$ cat src/rtl/fifo_wr_arbiter.sv
// fifo_wr_arbiter: round-robin arbiter sharing one FIFO write port among N requesters.
//
// A grant lasts for up to MAX_BURST accepted words. It ends early if the owner drops req.
// At the end of a burst the next owner is picked in the same cycle, so there is no idle
// cycle between bursts. The owner that just finished has the lowest priority in that pick.
//
// Ports:
//   clock      system clock, rising edge
//   reset_n    asynchronous active-low reset
//   req        per-requester write request (bit i = requester i)
//   req_data   flattened write data, requester i at [i*DW +: DW]
//   ack        one-cycle pulse: requester i's current word was written this cycle
//   fifo_full  FIFO full flag; blocks writes while set
//   fifo_wr    FIFO write strobe
//   fifo_data  FIFO write data
//   grant_id   current owner; valid only while busy
//   busy       a grant is active
//   word_cnt   (FIFO_ARB_STATS_EN only) per-requester saturating 16-bit word counters
//
// Optional feature: define FIFO_ARB_STATS_EN to add the word_cnt port and its counters.
module fifo_wr_arbiter #(
    parameter int unsigned N         = 4,
    parameter int unsigned DW        = 32,
    parameter int unsigned MAX_BURST = 4
) (
    input  logic                 clock,
    input  logic                 reset_n,
    input  logic [N-1:0]         req,
    input  logic [N*DW-1:0]      req_data,
    output logic [N-1:0]         ack,
    input  logic                 fifo_full,
    output logic                 fifo_wr,
    output logic [DW-1:0]        fifo_data,
    output logic [$clog2(N)-1:0] grant_id,
`ifdef FIFO_ARB_STATS_EN
    output logic [N*16-1:0]      word_cnt,
`endif
    output logic                 busy
);

    localparam int unsigned OW = $clog2(N);
    localparam int unsigned BW = $clog2(MAX_BURST) + 1;

    typedef enum logic [0:0] {StIdle, StGrant} state_e;

    state_e          state_q, state_d;
    logic [OW-1:0]   owner_q, owner_d;
    logic [BW-1:0]   beat_q, beat_d;
    logic [OW-1:0]   rr_q, rr_d;

    logic [OW-1:0]   pick_base;
    logic [OW-1:0]   cand;
    logic [OW-1:0]   pick_id;
    logic            pick_valid;
    logic            burst_end;

    // Write-port outputs; all low in IDLE, which covers the reset case combinationally.
    always_comb begin
        fifo_wr   = 1'b0;
        fifo_data = '0;
        ack       = '0;
        if (state_q == StGrant) begin
            fifo_wr      = req[owner_q] & ~fifo_full;
            fifo_data    = req_data[owner_q*DW +: DW];
            ack[owner_q] = fifo_wr;
        end
    end

    assign busy     = (state_q == StGrant);
    assign grant_id = owner_q;

    // Round-robin pick: scan base+1 .. base+N (mod N). Scanning downward lets the nearest
    // requester overwrite farther ones. In GRANT the pick is only used at burst end, where
    // the new rr pointer equals the current owner, so owner_q is the base.
    always_comb begin
        pick_base  = (state_q == StGrant) ? owner_q : rr_q;
        pick_valid = 1'b0;
        pick_id    = '0;
        cand       = '0;
        for (int i = int'(N); i >= 1; i--) begin
            cand = OW'((int'(pick_base) + i) % int'(N));
            if (req[cand]) begin
                pick_valid = 1'b1;
                pick_id    = cand;
            end
        end
    end

    assign burst_end = (state_q == StGrant) &&
                       ((fifo_wr && (beat_q == BW'(MAX_BURST - 1))) || !req[owner_q]);

    always_comb begin
        state_d = state_q;
        owner_d = owner_q;
        beat_d  = beat_q;
        rr_d    = rr_q;
        unique case (state_q)
            StIdle: begin
                if (pick_valid) begin
                    state_d = StGrant;
                    owner_d = pick_id;
                    beat_d  = '0;
                end
            end
            StGrant: begin
                if (burst_end) begin
                    rr_d = owner_q;
                    if (pick_valid) begin
                        owner_d = pick_id;
                        beat_d  = '0;
                    end else begin
                        state_d = StIdle;
                    end
                end else if (fifo_wr) begin
                    beat_d = beat_q + BW'(1);
                end
            end
            default: state_d = StIdle;
        endcase
    end

    always_ff @(posedge clock or negedge reset_n) begin
        if (!reset_n) begin
            state_q <= StIdle;
            owner_q <= '0;
            beat_q  <= '0;
            rr_q    <= OW'(N - 1);
        end else begin
            state_q <= state_d;
            owner_q <= owner_d;
            beat_q  <= beat_d;
            rr_q    <= rr_d;
        end
    end

`ifdef FIFO_ARB_STATS_EN
    logic [N*16-1:0] word_cnt_q;

    always_ff @(posedge clock or negedge reset_n) begin
        if (!reset_n) begin
            word_cnt_q <= '0;
        end else begin
            for (int i = 0; i < int'(N); i++) begin
                if (ack[i] && (word_cnt_q[i*16 +: 16] != 16'hFFFF)) begin
                    word_cnt_q[i*16 +: 16] <= word_cnt_q[i*16 +: 16] + 16'd1;
                end
            end
        end
    end

    assign word_cnt = word_cnt_q;
`endif

endmodule

$ cat config.mk
export PLATFORM = sky130hd
export DESIGN_NAME = fifo_wr_arbiter
export DESIGN_NICKNAME = d
export VERILOG_FILES = /design/src/rtl/fifo_wr_arbiter.sv
export SDC_FILE = /design/constraint.sdc
export NUM_CORES = 1
export LEC_CHECK = 0
export BUFFER_PORTS_ARGS = -buffer_cell sky130_fd_sc_hd__buf_2
export CAP_MARGIN = 20
export CORE_MARGIN = 5
export CORE_UTILIZATION = 32
export DETAILED_ROUTE_END_ITERATION = 10
export PLACE_DENSITY = 0.76
export SLEW_MARGIN = 20
export SYNTH_ARGS = -nofsm -noshare
export SYNTH_HDL_FRONTEND = slang
export SYNTH_SLANG_ARGS = --single-unit
$ cat constraint.sdc
create_clock -name clock -period 3 [get_ports clock]
set_clock_uncertainty 0.05 [all_clocks]
set_input_delay 0.9 -clock clock [delete_from_list [all_inputs] [get_ports clock]]
set_output_delay 0.9 -clock clock [all_outputs]
set_load 0.005 [all_outputs]
==> summary.txt <==
Run status
  • Status: finished clean

Global routing
  • Largest net degree at the start of global routing: 44
  • Antenna violations before repair: 0
  • Vias in the first global route: 1878
  • First-pass GRT wire length: ~9 mm
  • GRT overflow: 0
  • Global-route usage over all layers: 0.185

Pwr
  • Switching pwr: 0.673 mW
  • Leak: 1.26 nW
  • Max IR drop VDD: 0.000436 V
  • Internal: approximately 1.2 mW
  • PD cells: 722 mW/mm2
  • Combinational Power Share: 0.810
  • Design Power: 1.83 mW
  • Seq pwr share: 0.117
  • Switching Share: 0.368
  • Clock network power share: 0.073

Setup path
  • Required @ worst endpoint: 2.05 ns
  • Worst Path Arrival: 2.00 ns
  • Crit-path max FO: 5
  • Setup CP Type: in2out
  • CP startpoint kind: input port
  • CP max-delay cell: mux4_2
  • R2R setup slack: roughly 1.2 ns
  • Worst path cell trace: buf_2 -> mux4_2 -> nand2_2 -> nor2_1 -> and3_1 -> buf_2
  • Most used cell, CP: buf_2
  • Crit end category: output port
  • CP peak stage delay: 0.50 ns

Placed design
  • Cell Area, Placed: 0.00248 mm2
  • GPL Wtd Cong: roughly 0.80
  • HPWL Detailed: approximately 5.2 mm
  • Port Buffers: roughly 170

STA
  • Slew margin rel.: 0.606
  • Fin crit period: 2.95 ns
  • Slew Viols, Final: 0
  • # setup viols final: 0
  • Final hold viol count: 0
  • Fmax: 338 MHz
  • Final period utilization: 0.985
  • Transition time of the tightest slew-check pin: between 0.5 and 0.6 ns
  • RSZ-0062 raised after global routing: false
  • Total negative slack: 0 ns

Floorplan
  • Die area: 0.00624 mm2
  • Initial Utilization: 0.327
  • Top Ports: about 180
  • Core area: around 0.0047 mm2
  • Die height: 79.0 um
  • DIE WIDTH: approximately 79 um
  • Rows: 25

Clock tree
  • CTS buffer count: 3
  • H-Tree Depth: 1
  • Worst-Skew Late Latency: 0.23 ns
  • Clock buffer depth: 2
  • CTS tree: built
  • Clock sink count: 8
  • Postcts setup bufs: 0
  • Root Driver: clkbuf_8
  • Clk slew on worst S/H paths: 0.04 ns

Routing
  • Drt total wl: 6.04 mm
  • DR pass1 iterations: 4
  • DR vias: 1883
  • Final ANT Viol Nets: 0
  • Met1 wire length: 2.10 mm
  • Met3 WL: roughly 450 um
  • Wire per inst: ~17 um
  • Via density: between 5 and 6
  • Highest routed layer: met4
  • Metal2 WL: 3.42 mm
  • DRC: 0
  • 1st-iter DRT viols: 57

Logic synthesis
  • Average size of a mapped cell: 11.3 um2
  • Ys async rst share: 1.00
  • Syn Inst Count: 135
  • #FFs+latches synth: 8
  • Simple-gate share of the synthesized area: 0.211
  • YS warnings: 0
  • Mux contribution to synthesized area: 0.517
  • Adder-cell share of the synthesized area: 0.0164
  • Syn nets: about 270
  • Compound-gate portion of the synthesized area: 0.0657
  • XOR/XNOR Fraction of Synth Area: 0
  • Largest family of logic cells by synthesized area: multiplexers
  • Synth cell types: 30
  • Ys flop type: dfrtp_1
  • Post-Syn Area: 0.00152 mm2
  • Post-synth EDFFs: 0
  • Sequential area share after synthesis: 0.133

Cells and area
  • Layout cells sized above 1: 0.747
  • Nets: 446
  • P&R area growth vs syn: 66.1%
  • Antenna Cells: 0
  • Finished Cell Area: ~0.0025 mm2

Run
  • Max Cap Viol: 0

Min path
  • Worst Hold Class: reg2reg
==> critical path: cells and delay by family <==
kind	cells	cell delay [ns]
muxes	1	0.50
and+or+nand+nor	3	0.35
buffers and inverters	2	0.25
==> metrics by stage <==
step / hold slack [ns] / utilization / setup slack, ns / cells
2_1_floorplan: 0.399 / - / 0.270 / 135
3_3_place_gp: 0.417 / 0.531 / 0.0717 / 358
3_5_place_dp: 0.433 / 0.531 / 0.0281 / 358
4_1_cts: 0.443 / 0.541 / 0.0257 / 362
5_1_grt: 0.463 / 0.543 / 0.00991 / 362
6_report: 0.433 / 0.543 / 0.0454 / 362
==> layout make-up <==
class | instances | area, um2
sequential | 8 | 205
inverter | 5 | 18.8
timing repair buffer | 183 | 951
fill | 439 | 2130
clock buffer | 4 | 45.0
tap | 54 | 67.6
multi-input combinational | 108 | 1240
==> power by group through the flow <==
stage          registers, mW  logic [mW]  clock network, mW
2_1_floorplan          0.190        1.02                  0
3_3_place_gp           0.215        1.46                  0
3_5_place_dp           0.216        1.49                  0
4_1_cts                0.215        1.50              0.136
5_1_grt                0.222        1.62              0.146
6_report               0.214        1.48              0.133
==> what timing repair did <==
action | in CTS | in global routing
setup endpoints to repair | 0 | 2
gates resized for setup | 0 | 2
hold buffers | 0 | 0
==> kinds of logic after synthesis <==
group                    count (synthesis)
AND/OR/NAND/NOR                         54
flip-flops                               8
AO/OA/AOI/OAI                           15
multiplexers                            37
adder cells (fa/ha/maj)                  2
buffers and inverters                   19
==> path summary, 6_finish.rpt <==
path,startpoint,to,cells past startpoint
max,req[0],ack[3],6
min,beat_q[1],beat_q[1],2
max reg2reg,grant_id[1],rr_q[1],4
min reg2reg,beat_q[1],beat_q[1],2
max in group asynchronous,reset_n,rr_q[1],1
min in group asynchronous,reset_n,beat_q[2],1
==> cells in the mapped netlist (all sizes together), types with 2 or more instances <==
| cell | instances | area [um2] |
|---|---|---|
| nor4b | 2 | 17.5 |
| clkbuf | 7 | 26.3 |
| nand2 | 4 | 15.0 |
| o31ai | 2 | 15.0 |
| dfrtp | 6 | 150 |
| inv | 5 | 18.8 |
| mux4 | 33 | 743 |
| o211ai | 2 | 15.0 |
| and3 | 2 | 17.5 |
| dfstp | 2 | 52.6 |
| and2 | 32 | 200 |
| nor2 | 6 | 22.5 |
| nor3 | 2 | 10.0 |
| o21ai | 5 | 25.0 |
| mux2 | 3 | 33.8 |
| ha | 2 | 25.0 |
| buf | 7 | 41.3 |
| nor4 | 2 | 12.5 |
| a31oi | 2 | 12.5 |
==> routing by layer <==
layer / up-vias / global-route usage
met5: - / 0
met4: 0 / 0.0344
met3: 10 / 0.0340
met2: 89 / 0.362
met1: 907 / 0.206
li1: 877 / -
==> state kept, by name, indices dropped and copies added (netlist names) <==
name	count
rr_q	2
busy	1
grant_id	2
beat_q	3
==> cell usage in the layout, fill, tap and decap left out, types with 2 or more instances in the layout <==
master | synthesis | routed
ha_1 | 2 | 2
nor3_1 | 2 | 2
and2_1 | 32 | 32
a31oi_1 | 2 | 2
nor2_1 | 6 | 6
o31ai_1 | 2 | 2
mux2_2 | 3 | 3
dfrtp_2 | 0 | 2
buf_4 | 0 | 8
o21ai_0 | 5 | 5
clkbuf_8 | 0 | 3
nand2_1 | 4 | 3
nor4_1 | 2 | 2
mux4_2 | 33 | 33
dfstp_2 | 2 | 2
dfrtp_1 | 6 | 4
o211ai_1 | 2 | 2
inv_1 | 5 | 5
buf_2 | 6 | 174
Note: power is estimated with default switching activity, not from simulation.
